===== config.mk =====
export PLATFORM = sky130hd
export DESIGN_NAME = vga_timing_gen
export DESIGN_NICKNAME = d
export VERILOG_FILES = /design/src/rtl/vga_timing_gen_pkg.sv /design/src/rtl/vga_timing_gen_axis_counter.sv /design/src/rtl/vga_timing_gen.sv
export SDC_FILE = /design/constraint.sdc
export NUM_CORES = 1
export LEC_CHECK = 0
export ABC_AREA = 1
export BUFFER_PORTS_ARGS = -buffer_cell sky130_fd_sc_hd__clkbuf_2
export CAP_MARGIN = 10
export CELL_PAD_IN_SITES_DETAIL_PLACEMENT = 0
export CELL_PAD_IN_SITES_GLOBAL_PLACEMENT = 1
export CORE_MARGIN = 1.5
export CORE_UTILIZATION = 35
export DETAILED_ROUTE_END_ITERATION = 10
export GPL_TIMING_DRIVEN = 0
export PLACE_DENSITY_LB_ADDON = 0.1
export SETUP_SLACK_MARGIN = 0.1
export SLEW_MARGIN = 20
export SYNTH_ARGS = -nofsm -noshare
export SYNTH_HDL_FRONTEND = slang
export SYNTH_HIERARCHICAL = 1
export SYNTH_SLANG_ARGS = --single-unit
export TNS_END_PERCENT = 5

===== constraint.sdc =====
create_clock -name clk_i -period 5.9 [get_ports clk_i]
set_input_delay 0.885 -clock clk_i [delete_from_list [all_inputs] [get_ports clk_i]]
set_output_delay 0.885 -clock clk_i [all_outputs]
set_load 0.03 [all_outputs]

===== src/rtl/vga_timing_gen_pkg.sv =====
// ---------------------------------------------------------------------------
// vga_timing_gen_pkg
// Shared constants for the VGA raster timing generator.
//   - Default 640x480@60 timing (front porch, sync and back porch lengths for
//     each axis) and the default sync polarity (0 = active-low).
//   - Region encodings used by each axis counter's state machine.
// No ports: this package is imported by vga_axis_counter and vga_timing_gen.
// ---------------------------------------------------------------------------
package vga_timing_gen_pkg;

    // Horizontal timing, in pixels
    localparam int DEF_H_ACTIVE = 640;
    localparam int DEF_H_FRONT  = 16;
    localparam int DEF_H_SYNC   = 96;
    localparam int DEF_H_BACK   = 48;

    // Vertical timing, in lines
    localparam int DEF_V_ACTIVE = 480;
    localparam int DEF_V_FRONT  = 10;
    localparam int DEF_V_SYNC   = 2;
    localparam int DEF_V_BACK   = 33;

    // Level driven on hsync/vsync while the pulse is asserted
    localparam logic DEF_SYNC_POL = 1'b0;

    // Region encodings for the per-axis state machine
    localparam logic [1:0] REGION_ACTIVE = 2'd0;
    localparam logic [1:0] REGION_FRONT  = 2'd1;
    localparam logic [1:0] REGION_SYNC   = 2'd2;
    localparam logic [1:0] REGION_BACK   = 2'd3;

endpackage


===== src/rtl/vga_timing_gen_axis_counter.sv =====
// ---------------------------------------------------------------------------
// vga_axis_counter
// One axis (horizontal or vertical) of the raster: a wrapping position
// counter plus a four-state region machine ACTIVE->FRONT->SYNC->BACK.
//
// Ports:
//   clk_i    : system clock
//   rst_i    : synchronous active-high reset (count 0, region ACTIVE)
//   inc_i    : advance the position by one on this edge
//   cnt_o    : position the axis will hold after this edge
//   region_o : region the axis will be in after this edge
//   wrap_o   : high when this edge takes the count from TOTAL-1 back to 0
//
// cnt_o/region_o are the next-state values rather than the registered
// ones, so the top level can register its outputs on the same edge as the
// counters and have them describe the current position with no lag.
// ---------------------------------------------------------------------------
module vga_axis_counter
    import vga_timing_gen_pkg::*;
#(
    parameter int ACTIVE = DEF_H_ACTIVE,
    parameter int FRONT  = DEF_H_FRONT,
    parameter int SYNC   = DEF_H_SYNC,
    parameter int BACK   = DEF_H_BACK,
    parameter int W      = $clog2(ACTIVE + FRONT + SYNC + BACK)
) (
    input  logic         clk_i,
    input  logic         rst_i,
    input  logic         inc_i,
    output logic [W-1:0] cnt_o,
    output logic [1:0]   region_o,
    output logic         wrap_o
);

    localparam int TOTAL = ACTIVE + FRONT + SYNC + BACK;

    // Last count of each region; a region is left on the edge that
    // advances from its last count.
    localparam logic [W-1:0] ACTIVE_LAST = W'(ACTIVE - 1);
    localparam logic [W-1:0] FRONT_LAST  = W'(ACTIVE + FRONT - 1);
    localparam logic [W-1:0] SYNC_LAST   = W'(ACTIVE + FRONT + SYNC - 1);
    localparam logic [W-1:0] TOTAL_LAST  = W'(TOTAL - 1);

    logic [W-1:0] cnt_q;
    logic [1:0]   region_q;
    logic [W-1:0] cnt_next;
    logic [1:0]   region_next;
    logic         wrap;

    // Next-state logic. Nothing moves unless inc_i is high. The wrap case
    // is handled first so the count can never run past TOTAL-1, and it
    // always lands back in ACTIVE regardless of the region we came from.
    always_comb begin
        cnt_next    = cnt_q;
        region_next = region_q;
        wrap        = 1'b0;
        if (inc_i) begin
            if (cnt_q == TOTAL_LAST) begin
                cnt_next    = '0;
                region_next = REGION_ACTIVE;
                wrap        = 1'b1;
            end else begin
                cnt_next = cnt_q + W'(1);
                case (region_q)
                    REGION_ACTIVE: if (cnt_q == ACTIVE_LAST) region_next = REGION_FRONT;
                    REGION_FRONT:  if (cnt_q == FRONT_LAST)  region_next = REGION_SYNC;
                    REGION_SYNC:   if (cnt_q == SYNC_LAST)   region_next = REGION_BACK;
                    default:       region_next = region_q;
                endcase
            end
        end
    end

    // State register. Reset puts the axis at position 0, which is the
    // first pixel/line of the active area.
    always_ff @(posedge clk_i) begin
        if (rst_i) begin
            cnt_q    <= '0;
            region_q <= REGION_ACTIVE;
        end else begin
            cnt_q    <= cnt_next;
            region_q <= region_next;
        end
    end

    assign cnt_o    = cnt_next;
    assign region_o = region_next;
    assign wrap_o   = wrap;

endmodule


===== src/rtl/vga_timing_gen.sv =====
// ---------------------------------------------------------------------------
// vga_timing_gen
// VGA raster timing generator running on the system clock. The raster
// advances one pixel on each clk_i edge where pix_en_i is high.
//
// Ports:
//   clk_i         : system clock, the only clock of the block
//   rst_i         : synchronous active-high reset, wins over pix_en_i
//   pix_en_i      : pixel tick; advance one pixel when high
//   hsync_o       : registered horizontal sync (SYNC_POL while asserted)
//   vsync_o       : registered vertical sync (SYNC_POL while asserted)
//   de_o          : registered data enable, high inside the active area
//   x_o           : active-area column, 0 outside the active area
//   y_o           : active-area row, 0 outside the active area
//   frame_start_o : one-cycle pulse after the raster wraps to (0,0)
// ---------------------------------------------------------------------------
module vga_timing_gen
    import vga_timing_gen_pkg::*;
#(
    parameter int   H_ACTIVE = DEF_H_ACTIVE,
    parameter int   H_FRONT  = DEF_H_FRONT,
    parameter int   H_SYNC   = DEF_H_SYNC,
    parameter int   H_BACK   = DEF_H_BACK,
    parameter int   V_ACTIVE = DEF_V_ACTIVE,
    parameter int   V_FRONT  = DEF_V_FRONT,
    parameter int   V_SYNC   = DEF_V_SYNC,
    parameter int   V_BACK   = DEF_V_BACK,
    parameter logic SYNC_POL = DEF_SYNC_POL,
    localparam int  H_TOTAL  = H_ACTIVE + H_FRONT + H_SYNC + H_BACK,
    localparam int  V_TOTAL  = V_ACTIVE + V_FRONT + V_SYNC + V_BACK,
    localparam int  XW       = $clog2(H_TOTAL),
    localparam int  YW       = $clog2(V_TOTAL)
) (
    input  logic          clk_i,
    input  logic          rst_i,
    input  logic          pix_en_i,
    output logic          hsync_o,
    output logic          vsync_o,
    output logic          de_o,
    output logic [XW-1:0] x_o,
    output logic [YW-1:0] y_o,
    output logic          frame_start_o
);

    logic [XW-1:0] h_cnt_next;
    logic [1:0]    h_region_next;
    logic          h_wrap;
    logic [YW-1:0] v_cnt_next;
    logic [1:0]    v_region_next;
    logic          v_wrap;
    logic          v_inc;
    logic          active_next;

    // The vertical axis only steps on the edge that finishes a line, which
    // also means vsync can only change on a line boundary.
    assign v_inc = pix_en_i & h_wrap;

    vga_axis_counter #(
        .ACTIVE (H_ACTIVE),
        .FRONT  (H_FRONT),
        .SYNC   (H_SYNC),
        .BACK   (H_BACK),
        .W      (XW)
    ) u_h_axis (
        .clk_i    (clk_i),
        .rst_i    (rst_i),
        .inc_i    (pix_en_i),
        .cnt_o    (h_cnt_next),
        .region_o (h_region_next),
        .wrap_o   (h_wrap)
    );

    vga_axis_counter #(
        .ACTIVE (V_ACTIVE),
        .FRONT  (V_FRONT),
        .SYNC   (V_SYNC),
        .BACK   (V_BACK),
        .W      (YW)
    ) u_v_axis (
        .clk_i    (clk_i),
        .rst_i    (rst_i),
        .inc_i    (v_inc),
        .cnt_o    (v_cnt_next),
        .region_o (v_region_next),
        .wrap_o   (v_wrap)
    );

    // The pixel is visible only when both axes sit in their active regions.
    always_comb begin
        active_next = (h_region_next == REGION_ACTIVE) &&
                      (v_region_next == REGION_ACTIVE);
    end

    // Output registers. They are fed from the counters' next-state values,
    // so after each edge they describe the position the counters just moved
    // to. On idle cycles the next-state values equal the current ones and
    // everything holds, except frame_start which is only high on the edge
    // that performs the full-frame wrap. Reset forces the deasserted sync
    // level and the (0,0) active pixel, with no frame_start pulse.
    always_ff @(posedge clk_i) begin
        if (rst_i) begin
            hsync_o       <= ~SYNC_POL;
            vsync_o       <= ~SYNC_POL;
            de_o          <= 1'b1;
            x_o           <= '0;
            y_o           <= '0;
            frame_start_o <= 1'b0;
        end else begin
            hsync_o       <= (h_region_next == REGION_SYNC) ? SYNC_POL : ~SYNC_POL;
            vsync_o       <= (v_region_next == REGION_SYNC) ? SYNC_POL : ~SYNC_POL;
            de_o          <= active_next;
            x_o           <= active_next ? h_cnt_next : '0;
            y_o           <= active_next ? v_cnt_next : '0;
            frame_start_o <= h_wrap & v_wrap;
        end
    end

endmodule


### Yosys cells after proc, flatten, opt, wreduce, memory -nomap -nowiden

Cells that the tools add are included.

* output and inout port bits: 24
* word-level logic and storage cells: 57
* input port bits: 3
* register bits: 48

* reduce and logical (&&, ||, !) cells: 6
* $add $sub $neg: 2
* bitwise operators: 3
* equal/unequal tests: 14
* muxes and demuxes: 22

Operators with widths (count)
* $eq A10 B10 Y1 const B: 5
* $mux W10: 4
* $eq A10 B9 Y1 const B: 3
* $add A10 B1 Y10 const B: 2
* $mux W2: 10
* $pmux W2 S3: 2
* $eq A2 B2 Y1 const B: 4
* $logic_not A2 Y1: 4
* $mux W1: 6
* $eq A2 B1 Y1 const B: 2
* $and A1 B1 Y1: 2
* $reduce_or A2 Y1: 1
* $logic_and A1 B1 Y1: 1
* $not A1 Y1: 1

### Depth between registers and ports, before layout

Gate-level depths: netlist of run 1.

* word-level depth: 9
* gate-level depth with buffers: 18
* gate-level depth less buffers: 17

### Hierarchy

The synthesis of run 1 kept the hierarchy.

Modules (own cells, without submodules)
* vga_axis_counter at u_v_axis: area an instance 810.8 um2, sequential area each 240.2 um2, times used 1, cells an instance 132
* vga_timing_gen: area an instance 770.7 um2, sequential area each 480.5 um2, times used 1, cells an instance 77
* vga_axis_counter at u_h_axis: area an instance 708.2 um2, sequential area each 240.2 um2, times used 1, cells an instance 114

### Worst setup path before layout of run 1

No wires, ideal clock.

* kind: input to register
* from: input port pix_en_i
* to: register x_o[0]
* buffers on the path: 2
* data arrival time: 2.304 ns
* stages on the path: 12
* library setup time: 0.062 ns
* setup slack: 3.535 ns
* data required time: 5.838 ns
* path through: inv_2 -> nor2_1 -> nand2_1 -> inv_1 -> nand3_1 -> nor3_2 -> buf_4 -> nor2_1 -> nor2_2 -> nand3_2 -> buf_6 -> nor2_2

* word-level cells in the longest chain between the ends: 7
* elaborated cells between the ends (all ways): 10
* those cells by class: mux: 4; bitwise: 2; reduce/logical: 4

RTL lines
* start: declaration: RTL line vga_timing_gen.sv:36 `input logic pix_en_i,`
* $mux W1: RTL line vga_timing_gen_axis_counter.sv:57 `if (inc_i) begin`
* via h_wrap: RTL line vga_timing_gen.sv:47 `logic h_wrap;`
* $and A1 B1 Y1: RTL line vga_timing_gen.sv:56 `assign v_inc = pix_en_i & h_wrap;`
* via v_inc: RTL line vga_timing_gen.sv:51 `logic v_inc;`
* $mux W2: RTL line vga_timing_gen_axis_counter.sv:57
* via v_region_next[1]: RTL line vga_timing_gen.sv:49 `logic [1:0] v_region_next;`
* $logic_not A2 Y1: RTL line vga_timing_gen.sv:91 `(v_region_next == REGION_ACTIVE);`
* $logic_and A1 B1 Y1: RTL line vga_timing_gen.sv:90 `active_next = (h_region_next == REGION_ACTIVE) &&`
* $not A1 Y1 (no source line)
* $reduce_or A2 Y1 (no source line)
* end signal: assignment: RTL line vga_timing_gen.sv:112 `x_o <= active_next ? h_cnt_next : '0;`
* end: declaration: RTL line vga_timing_gen.sv:40 `output logic [XW-1:0] x_o,`

The timed path passes the listed nets, and every way through them passes these cells.
A chain may end at the register's enable or synchronous reset.

### Worst setup path in the final report of run 1

* from: register u_h_axis.cnt_q[0]
* to: register y_o[3]

* word-level cells in the longest chain between the ends: 9
* elaborated cells between the ends (all ways): 20
* those cells by class: eq/ne: 4; mux: 10; bitwise: 2; reduce/logical: 4

RTL lines
* start: declaration: RTL line vga_timing_gen_axis_counter.sv:44 `logic [W-1:0] cnt_q;`
* start signal: assignment: RTL line vga_timing_gen_axis_counter.sv:81 `cnt_q <= cnt_next;`
* $eq A10 B10 Y1: RTL line vga_timing_gen_axis_counter.sv:58 `if (cnt_q == TOTAL_LAST) begin`
* $mux W1: RTL line vga_timing_gen_axis_counter.sv:58
* $mux W1: RTL line vga_timing_gen_axis_counter.sv:57
* via h_wrap: RTL line vga_timing_gen.sv:47
* $and A1 B1 Y1: RTL line vga_timing_gen.sv:56
* via v_inc: RTL line vga_timing_gen.sv:51
* $mux W2: RTL line vga_timing_gen_axis_counter.sv:57
* via v_region_next[1]: RTL line vga_timing_gen.sv:49
* $logic_not A2 Y1: RTL line vga_timing_gen.sv:91
* $logic_and A1 B1 Y1: RTL line vga_timing_gen.sv:90
* $not A1 Y1 (no source line)
* $reduce_or A2 Y1 (no source line)
* end signal: assignment: RTL line vga_timing_gen.sv:113 `y_o <= active_next ? v_cnt_next : '0;`
* end: declaration: RTL line vga_timing_gen.sv:41 `output logic [YW-1:0] y_o,`

The timed path passes the listed nets, and every way through them passes these cells.

==> metrics.cfg, run 1 <==
[floorplanning]
die-area_um2 = 7040
initial_utilization_pct = 36.1
row_count = 29
io_pins = 27
coreArea_um2 = 6350
fp.dieH_um = 83.9
die_x_um = 83.9

[place]
dpl_worst_slack_ps = 2840
place_congestion = 0.781
dp_hpwl_um = 3500
port_buffers = 26

[cells_and_area]
nFillCells = 690
multiInputGateArea_um2 = 1020
most-common-layout-cells = inv_1, nand2_1, dfxtp_1, nor2_1, clkbuf_2
final_common_cell = inv_1
area_growth_pct = 13.3
register_area_um2 = 961
drive_gt1_share_pct = 21.1
diodes = 0
nNetsFinal = 363
final_util_pct = 40.8

[grt]
gr-usage-all-layers_pct = 14.3
grt_max_degree = 14
grt_pass1_wl_um = 8040
antenna_found_initial = 0
grt_overflow_total = 0
grt_pass1_vias = 1765

[detailed_routing]
routed_wl_um = 4720
dr.pass1.iters = 4
vias = 1858
drc = 0
drt-wirelength-per-cell_um = 10.9
vias_per_cell = 4.29
ant_nets = 0
drt_iter0_markers = 95

[clock_tree]
cts_buffer_depth = 2
cts_tree = done
clock_tree.root_cell = clkbuf_8
cts_resized = 0
cts_sinks = 48
post_cts_buffers = 0
clk_latency_ps = 300
postCtsHoldBufs = 0
clk_pin_slew_worst_paths_ps = 90
cts_buffers = 5
cts_max_level = 2

[power]
peakVddDrop_mv = 0.0803
swShare_pct = 23.0
combPwrFrac_pct = 4.6
p_int_w = 0.000414
p_seq_share_pct = 60.9
power_density_nw_per_um2 = 207
cellLeakagePower_nw = 1.20
clockPowerShare_pct = 34.4
power.total_w = 0.000538
power.net_switching_w = 0.000124

[synth]
synthCells = 323
synth_top_area_share_pct = 42.0
syn_area_per_cell_um2 = 7.09
synth_edf_count = 0
synth_seq_cells = 48
seq_area_frac_synth_pct = 42.0
syn_area_um2 = 2290
synthArstFlopShare_pct = 0
synth_area_leaders = dfxtp_1, inv_1, nand2_1
synth_warnings = 6
synth.distinct_cells = 28
ys.flop_type = dfxtp_1
syn_nets = 330
synth_top_area_cell = dfxtp_1

[critical_path]
worstPathMaxFanout = 10
cpMostUsedCell = nor2_1
endpoint_kind = flip-flop
cp_data_arrival_time_ps = 3020
slowest_stage = dfxtp_1
startpoint_type = flip-flop
slowest_delay_ps = 380
worstPathCellList = ha_1 > nand3_1 > nor2_1 > nand2_1 > nor2_1 > nand2_1 > inv_1 > nand3_1 > nor3_2 > buf_4 > nor2_1 > nor2_2 > nand3_2 > buf_6 > nor2_2
critPathKind = reg -> reg
crit_required_ps = 6140

[timing]
hold_viol = 0
period_share_pct = 47.1
clock_skew_ps = 11.8
fin_ws_ps = 3120
period_needed_ps = 2780
rsz0062_at_grt = false
worst_slew_pin_slew_ps = 580
finalSetupViolCount = 0
relSlewSlack_pct = 61.3
fmax_mhz = 360
finalSetupTns_ps = 0
final_max_slew_viol_count = 0

[worst_hold_path]
min_path_type = reg -> reg

[status]
status = finished, final reports clean

[run]
maxCapViolCount = 0

-- state kept, by name, summed over array words and instances (netlist names) --
name               count
frame_start_o          1
hsync_o                1
u_v_axis/cnt_q        10
y_o                   10
x_o                   10
vsync_o                1
de_o                   1
u_v_axis/region_q      2
u_h_axis/region_q      2
u_h_axis/cnt_q        10
-- path summary, 6_finish.rpt --
path / start / to / slack (ps) / cells past startpoint
worst max register to register: u_h_axis/cnt_q[0]$_SDFF_PP0_ / y_o[3]$_SDFF_PP0_ / 3120 / 15
worst max-delay path: u_h_axis/cnt_q[0]$_SDFF_PP0_ / y_o[3]$_SDFF_PP0_ / 3120 / 15
worst min-delay path: u_h_axis/cnt_q[0]$_SDFF_PP0_ / u_h_axis/cnt_q[0]$_SDFF_PP0_ / 520 / 2
worst min register to register: u_h_axis/cnt_q[0]$_SDFF_PP0_ / u_h_axis/cnt_q[0]$_SDFF_PP0_ / 520 / 2
-- final cells by class --
class | instances | area share (%)
Buffer | 5 | 1.45
Clock buffer | 6 | 2.80
Clock inverter | 1 | 0.193
Inverter | 72 | 10.4
Multi-Input combinational cell | 198 | 39.4
Sequential cell | 48 | 37.0
Tap cell | 77 | 3.71
Timing Repair Buffer | 26 | 5.02
-- cell usage after synthesis (3+ instances only) --
cell       n
inv_1     71
nor2_1    43
nand3b_1   3
nor3_2     3
a21oi_1    6
o21ai_0    5
dfxtp_1   48
nand2_2    4
ha_1       4
nand4_1    4
nor3_1    10
nand2_1   61
nor2_2    24
nor2_4     3
nand3_1   16
-- routing by layer --
layer / vias to the layer above / wire length, um / track usage (%) / share of wire (%)
met1: 794 / 2620 / 20.4 / 55
met4: 0 / 29 / 4.02 / 0.61
met5: - / 0 / 0 / 0
li1: 1029 / - / - / -
met3: 2 / 148 / 3.26 / 3.1
met2: 33 / 1920 / 21.7 / 41
-- worst max-delay path, delay by kind of cell, from the launching register on --
family,cells,cell delay [ps]
buffers and inverters,3,630
adder cells (fa/ha/maj),1,180
AND/OR/NAND/NOR,11,1530
flip-flops,1,380
-- stage by stage --
step	cells	cell area, um^2	hold WS, ps
global placement	426	2520	501
floorplan	323	2290	482
finish	433	2590	523
CTS	433	2590	527
global route	433	2590	561
detailed placement	426	2520	513
-- cell families after synthesis --
logic type                 count (synthesis)  synth area share (%)
and+or+nand+nor                          176                  37.4
buffers and inverters                     77                  13.4
DFF                                       48                  42.0
AOI/OAI and AO/OA                         14                  3.50
xor gates and xnor gates                   4                  1.53
adders and majority gates                  4                  2.19
-- power groups by stage --
stage	clock network [W]	registers (W)	logic (W)
final	0.000185	0.000328	0.0000249
after global routing	0.000209	0.000328	0.0000281
after CTS	0.000198	0.000328	0.0000255
after detailed placement	0	0.000335	0.0000254
after global placement	0	0.000335	0.0000254
after floorplan	0	0.000338	0.0000144
Note: power is estimated with default switching activity, not from simulation.
==> run 2, diff against run 1 <==
--- a/config.mk
+++ b/config.mk
@@ -5,7 +5,7 @@
 export SDC_FILE = /design/constraint.sdc
 export NUM_CORES = 1
 export LEC_CHECK = 0
-export ABC_AREA = 1
+export ABC_AREA = 0
 export BUFFER_PORTS_ARGS = -buffer_cell sky130_fd_sc_hd__clkbuf_2
 export CAP_MARGIN = 10
 export CELL_PAD_IN_SITES_DETAIL_PLACEMENT = 0
==> constraint.sdc (replaced) <==
create_clock -name clk_i -period 2.8 [get_ports clk_i]
set_input_delay 0.42 -clock clk_i [delete_from_list [all_inputs] [get_ports clk_i]]
set_output_delay 0.42 -clock clk_i [all_outputs]
set_load 0.03 [all_outputs]
==> run 2 against run 1 <==
  * Power up 120%
  * Sequential power grew 110%
  * Combinational power is 58% higher
  * Clock skew down 3.9 ps
  * Area after synthesis fell by 4.4%
  * Critical endpoint is now x_o[8]$_SDFF_PP0_
  * Critical path type unchanged
  * The flow now finishes with violations (setup timing)
  * Core utilization is 2.3 points higher
  * Non-clock buffer count increased by 8
  * Largest power group unchanged
  * Cell count fell by 24%
  * Sequential share of layout area increased by 0.24 points
==> metrics.cfg, run 2 <==
[synth]
synth_warnings = 6  ; unchanged
synth.distinct_cells = 43  ; +54%
synthCells = 216  ; -33%
synth_edf_count = 0  ; unchanged
synth_top_area_cell = dfxtp_1
synth_area_leaders = dfxtp_1, nor3b_2, nor2_1
syn_area_per_cell_um2 = 10.1  ; +43%
syn_area_um2 = 2190  ; -4.4%
synth.most_common_cell = dfxtp_1
synth_top_area_share_pct = 43.9  ; +1.9 points
synth_seq_cells = 48  ; unchanged
seq_area_frac_synth_pct = 43.9  ; +1.9 points
ys.flop_type = dfxtp_1
synthArstFlopShare_pct = 0  ; unchanged
syn_nets = 223  ; -32%
synth_top_cells_by_count = dfxtp_1, nor2_1, nor3b_2, nand2_1, xor2_1

[timing]
worst_slew_pin_slew_ps = 586  ; +5.87 ps
clock_skew_ps = 7.85  ; -3.91 ps
period_share_pct = 104  ; +57 points
finalSetupViolCount = 20  ; +20
relSlewSlack_pct = 60.9  ; -0.39 points
fin_ws_ps = -116  ; -3230 ps
rsz0062_at_grt = true
final_max_slew_viol_count = 0  ; unchanged
hold_viol = 0  ; unchanged
period_needed_ps = 2920  ; +134 ps
finalSetupTns_ps = -1880  ; -1880 ps
fmax_mhz = 343  ; -4.6%

[detailed_routing]
routed_wl_um = 4690  ; -0.55%
drc = 0  ; unchanged
dr.pass1.iters = 4  ; unchanged
drt_iter0_markers = 86  ; -9.5%
ant_nets = 0  ; unchanged
vias_per_cell = 4.82  ; +12%
vias = 1580  ; -15%
drt-wirelength-per-cell_um = 14.3  ; +31%

[clock_tree]
cts_buffers = 5  ; unchanged
clk_latency_ps = 290  ; about the same
cts_sinks = 48  ; unchanged
cts_max_level = 2  ; unchanged
clk_pin_slew_worst_paths_ps = 90  ; about the same
clock_tree.root_cell = clkbuf_8
cts_buffer_depth = 2  ; unchanged
postCtsHoldBufs = 0  ; unchanged
cts_tree = done

[worst_hold_path]
min_path_type = in -> reg

[critical_path]
slowest_stage = or4_4
critical_path_buf_inv_count = 2  ; -1
worstPathCellList = ha_4 > nand4_4 > nor4b_4 > and2_1 > buf_6 > nand3b_1 > or4_4 > o221ai_4 > nor2_2 > or4_4 > buf_12 > nor3b_2
critPathKind = reg -> reg
cpMostUsedCell = or4_4
cp_data_arrival_time_ps = 3140  ; +120 ps
startpoint_type = flip-flop
cpLargestDelayFamily = simple AND/OR/NAND/NOR gates
crit_required_ps = 3020  ; -3120 ps
slowest_delay_ps = 470  ; +90 ps
worstPathMaxFanout = 10  ; unchanged
endpoint_kind = flip-flop

[power]
power.net_switching_w = 0.000261  ; +110%
p_seq_share_pct = 59.6  ; -1.3 points
cellLeakagePower_nw = 1.07  ; -10%
peakVddDrop_mv = 0.184  ; +130%
clockPowerShare_pct = 37.0  ; +2.6 points
power_density_nw_per_um2 = 448  ; +120%
swShare_pct = 22.5  ; -0.52 points
p_int_w = 0.000897  ; +120%
combPwrFrac_pct = 3.4  ; -1.2 points

[cells_and_area]
nFillCells = 615  ; -11%
drive_gt1_share_pct = 31.2  ; +10 points
nNetsFinal = 259  ; -29%
area_growth_pct = 18.1
most-common-layout-cells = dfxtp_1, clkbuf_2, nor2_1, nor3b_2, nand2_1
fin_cells = 328  ; -24%
final_common_cell = dfxtp_1
diodes = 0  ; unchanged
final_util_pct = 43.1  ; +2.3 points

[floorplanning]
io_pins = 27  ; unchanged
initial_utilization_pct = 36.5  ; +0.47 points
coreArea_um2 = 5990  ; -5.7%
fp.dieH_um = 82.1  ; -2.2%
row_count = 28  ; -3.4%
die_x_um = 82.1  ; -2.2%
die-area_um2 = 6740  ; -4.3%

[run]
maxCapViolCount = 0  ; unchanged

[status]
violations = setup timing
status = finished with violations

[grt]
antenna_found_initial = 0  ; unchanged
grt_pass1_vias = 1515  ; -14%
gr-usage-all-layers_pct = 15.3  ; +0.99 points
grt_pass1_wl_um = 7690  ; -4.3%
grt_max_degree = 15  ; +1
grt_overflow_total = 0  ; unchanged

[place]
dp_cells = 317  ; -26%
dp_hpwl_um = 3200  ; -8.6%
place_congestion = 0.753  ; -3.6%
port_buffers = 26  ; unchanged

## run 2: cell count changes after synthesis, sizes merged, moves of 6 or more
cell / previous run / this run
xor2: 2 / 10
buf: 3 / 9
nor3b: 0 / 20
o21ai: 6 / 0
nor2b: 0 / 10
nand2: 65 / 13
nand3: 18 / 9
nor3: 14 / 6
inv: 72 / 3
nor2: 70 / 26
## run 2: area by class of cell
| type | instances | area (um^2) | area share, % |
|---|---|---|---|
| Inverter | 3 | 11.3 | 0.436 |
| Clock inverter | 2 | 10.0 | 0.387 |
| Timing Repair Buffer | 29 | 153 | 5.91 |
| Buffer | 10 | 93.8 | 3.63 |
| Clock buffer | 6 | 82.6 | 3.20 |
| Multi-Input combinational cell | 155 | 1180 | 45.5 |
| Sequential cell | 48 | 963 | 37.3 |
| Tap cell | 75 | 93.8 | 3.63 |
## run 2: worst paths after layout
path	from	to	slack [ps]	cells after the start
worst max-delay path	u_h_axis/cnt_q[0]$_SDFF_PP0_	x_o[8]$_SDFF_PP0_	-120	12
worst min-delay path	rst_i	u_h_axis/cnt_q[2]$_SDFF_PP0_	450	2
worst max register to register	u_h_axis/cnt_q[0]$_SDFF_PP0_	x_o[8]$_SDFF_PP0_	-120	12
worst min register to register	u_h_axis/cnt_q[1]$_SDFF_PP0_	u_h_axis/cnt_q[1]$_SDFF_PP0_	530	2
## run 2: repair_timing
action,in CTS,in global routing
endpoints found under the setup margin,22,21
resized for setup,5,0
buffers inserted,3,0
pin swaps,4,0
gates cloned,0,0
hold endpoints to repair,0,0
## run 2: routing by layer
layer | global-route usage (%) | routed length, um | up-vias
li1 | - | - | 810
met1 | 22.2 | 2420 | 732
met2 | 21.6 | 2000 | 36
met3 | 4.44 | 244 | 2
met4 | 4.58 | 27 | 0
met5 | 0 | 0 | -
## run 2: metrics by stage
step,hold WS [ps],instance area [um^2],total power (W),setup slack [ps]
floorplan,490,2220,0.000732,-240
global placement,508,2440,0.000746,-877
CTS,435,2580,0.00118,-162
global route,449,2580,0.00121,-288
detailed placement,515,2440,0.000746,-857
finish,453,2580,0.00116,-116
## run 2: power by group through the flow
stage	Combinational, W	Sequential, W	Clock, W
after detailed placement	0.0000395	0.000706	0
final	0.0000394	0.000690	0.000428
after CTS	0.0000398	0.000690	0.000451
after floorplan	0.0000216	0.000710	0
after global routing	0.0000429	0.000691	0.000475
after global placement	0.0000396	0.000706	0
## run 2: logic make-up after synthesis
logic type	share of synthesized area (%)
xor gates and xnor gates	6.40
muxes	0.915
adders and majority gates	2.29
and+or+nand+nor	39.9
buffers and inverters	3.54
DFF	43.9
AOI/OAI and AO/OA	3.03
==> run 3, diff against run 2 <==
--- a/config.mk
+++ b/config.mk
@@ -6,13 +6,13 @@
 export NUM_CORES = 1
 export LEC_CHECK = 0
 export ABC_AREA = 0
-export BUFFER_PORTS_ARGS = -buffer_cell sky130_fd_sc_hd__clkbuf_2
 export CAP_MARGIN = 10
 export CELL_PAD_IN_SITES_DETAIL_PLACEMENT = 0
 export CELL_PAD_IN_SITES_GLOBAL_PLACEMENT = 1
 export CORE_MARGIN = 1.5
 export CORE_UTILIZATION = 35
 export DETAILED_ROUTE_END_ITERATION = 10
+export DONT_BUFFER_PORTS = 1
 export GPL_TIMING_DRIVEN = 0
 export PLACE_DENSITY_LB_ADDON = 0.1
 export SETUP_SLACK_MARGIN = 0.1
==> run 3 against run 2 <==
  * The run still ends with setup timing left
  * First-iteration DRC count decreased by 10%
  * Sequential power increased by 0.6%
  * Fmax decreased by 1.6%
  * Via count decreased by 3.0%
  * Clock skew decreased by 4.1 ps
  * Count of clock-buffer cells in the layout decreased by 1
  * Non-clock buffer count decreased by 23
  * Critical path depth unchanged
  * Register-to-register slack got worse by 50 ps
  * Cell count decreased by 7.0%
  * Largest cell class unchanged
  * Largest power group unchanged
==> metrics.cfg, run 3 (same netlist as run 2, synthesis figures left out) <==
[cells_and_area]
stdcell_area_um2 = 2520  ; -2.6%
area_growth_pct = 15.0
diodes = 0  ; unchanged
most-common-layout-cells = dfxtp_1, nor2_1, nor3b_2, nand2_1, xor2_1
nFillCells = 591  ; -3.9%
drive_gt1_share_pct = 25.2  ; -6.0 points
nNetsFinal = 236  ; -8.9%
final_common_cell = dfxtp_1

[timing]
finalSetupViolCount = 20  ; unchanged
period_share_pct = 106  ; +1.7 points
hold_viol = 0  ; unchanged
clock_skew_ps = 3.79  ; -4.06 ps
relSlewSlack_pct = 63.9  ; +3.0 points
period_needed_ps = 2960  ; +48.2 ps
rsz0062_at_grt = true
final_max_slew_viol_count = 0  ; unchanged
fmax_mhz = 337  ; -1.6%
fin_ws_ps = -164  ; -48.2 ps
worst_slew_pin_slew_ps = 536  ; -50.0 ps

[grt]
antenna_found_initial = 0  ; unchanged
grt_pass1_vias = 1488  ; -1.8%
gr-usage-all-layers_pct = 15.7  ; +0.40 points
grt_overflow_total = 0  ; unchanged
grt_pass1_wl_um = 7540  ; -2.0%
grt_max_degree = 16  ; +1

[detailed_routing]
routed_wl_um = 4630  ; -1.3%
vias = 1533  ; -3.0%
drt-wirelength-per-cell_um = 15.2  ; +6.1%
drc = 0  ; unchanged
vias_per_cell = 5.03  ; +4.3%
dr.pass1.iters = 5  ; +1
ant_nets = 0  ; unchanged
drt_iter0_markers = 77  ; -10%

[floorplanning]
initial_utilization_pct = 36.5  ; unchanged
row_count = 28  ; unchanged
die-area_um2 = 6740  ; unchanged
io_pins = 27  ; unchanged
coreArea_um2 = 5990  ; unchanged
die_x_um = 82.1  ; unchanged
fp.dieH_um = 82.1  ; unchanged

[place]
dp_hpwl_um = 3240  ; +1.1%
dpl_worst_slack_ps = -701  ; +156 ps
place_congestion = 0.844  ; +12%
port_buffers = 0  ; -100%
placed_cell_area_um2 = 2310  ; -5.3%

[status]
status = finished with violations
violations = setup timing

[power]
peakVddDrop_mv = 0.249  ; +35%
power_density_nw_per_um2 = 488  ; +9.0%
cellLeakagePower_nw = 0.971  ; -9.3%
power.total_w = 0.00123  ; +6.2%

[clock_tree]
clk_pin_slew_worst_paths_ps = 90  ; about the same
cts_max_level = 2  ; unchanged
cts_buffers = 5  ; unchanged
cts_sinks = 48  ; unchanged
clk_latency_ps = 310  ; +20 ps
postCtsHoldBufs = 0  ; unchanged
clock_tree.root_cell = clkbuf_8
cts_buffer_depth = 2  ; unchanged
cts_tree = done

[critical_path]
cp_data_arrival_time_ps = 3200  ; +60 ps
worstPathCellList = ha_4 > nand4_4 > nor4b_4 > and2_4 > buf_6 > nand3b_1 > or4_4 > o221ai_4 > nor2_2 > or4_4 > buf_12 > nor3b_4
slowest_stage = or4_4
cpMostUsedCell = or4_4
endpoint_kind = flip-flop
crit_required_ps = 3040  ; +20 ps
cpLargestDelayFamily = simple AND/OR/NAND/NOR gates
worstPathMaxFanout = 10  ; unchanged
reg2reg_slack_ps = -160  ; -50 ps
slowest_delay_ps = 460  ; about the same
startpoint_type = flip-flop
critPathKind = reg -> reg
critical_path_buf_inv_count = 2  ; unchanged

[worst_hold_path]
min_path_type = in -> reg

[run]
maxCapViolCount = 0  ; unchanged

## run 3: changes by cell type in the layout (fill, tap and decap cells not counted), moves of 3 or more
cell / previous run / this run
nor3b_4: 0 / 3
clkbuf_2: 26 / 0
buf_4: 4 / 7
nor3b_2: 20 / 17
## run 3: repair_timing
item	in CTS	in global routing
pin swaps	4	1
endpoints found under the setup margin	22	21
setup buffers	6	0
gates resized for setup	5	5
## run 3: cell type report
type | instances | area, um^2 | share of cell area, %
inverter | 3 | 11.3 | 0.447
multi-input combinational | 155 | 1200 | 47.6
timing repair buffer | 6 | 45.0 | 1.79
buffer | 10 | 93.8 | 3.73
clock inverter | 3 | 42.5 | 1.69
clock buffer | 5 | 68.8 | 2.73
sequential | 48 | 965 | 38.3
tap | 75 | 93.8 | 3.73
## run 3: where the power goes
group | switching [W] | total, W | internal (W)
sequential | 0.00000760 | 0.000694 | 0.000687
clock | 0.000239 | 0.000503 | 0.000264
combinational | 0.0000193 | 0.0000315 | 0.0000122
total | 0.000266 | 0.00123 | 0.000963
## run 3: final timing paths
| check | from | end | cells past startpoint |
|---|---|---|---|
| setup / recovery | u_h_axis/cnt_q[1]$_SDFF_PP0_ | y_o[9]$_SDFF_PP0_ | 12 |
| setup reg to reg | u_h_axis/cnt_q[1]$_SDFF_PP0_ | y_o[9]$_SDFF_PP0_ | 12 |
| hold / removal | rst_i | u_h_axis/cnt_q[2]$_SDFF_PP0_ | 1 |
| hold reg to reg | u_h_axis/cnt_q[9]$_SDFF_PP0_ | u_h_axis/cnt_q[9]$_SDFF_PP0_ | 2 |
## run 3: layer usage
| metal | track usage (%) | vias up | routed length (um) |
|---|---|---|---|
| li1 | - | 765 | - |
| met1 | 22.2 | 716 | 2420 |
| met2 | 21.3 | 48 | 1840 |
| met3 | 5.44 | 4 | 304 |
| met4 | 6.61 | 0 | 65 |
| met5 | 0 | - | 0 |
## run 3: metrics by stage
step	util (%)	hold slack (ps)	std cells	setup TNS (ps)
2_1_floorplan	-	490	216	-4890
3_3_place_gp	38.6	495	291	-13820
3_5_place_dp	38.6	497	291	-13830
4_1_cts	41.6	162	305	-3390
5_1_grt	42.0	149	305	-5260
6_report	42.0	174	305	-2740
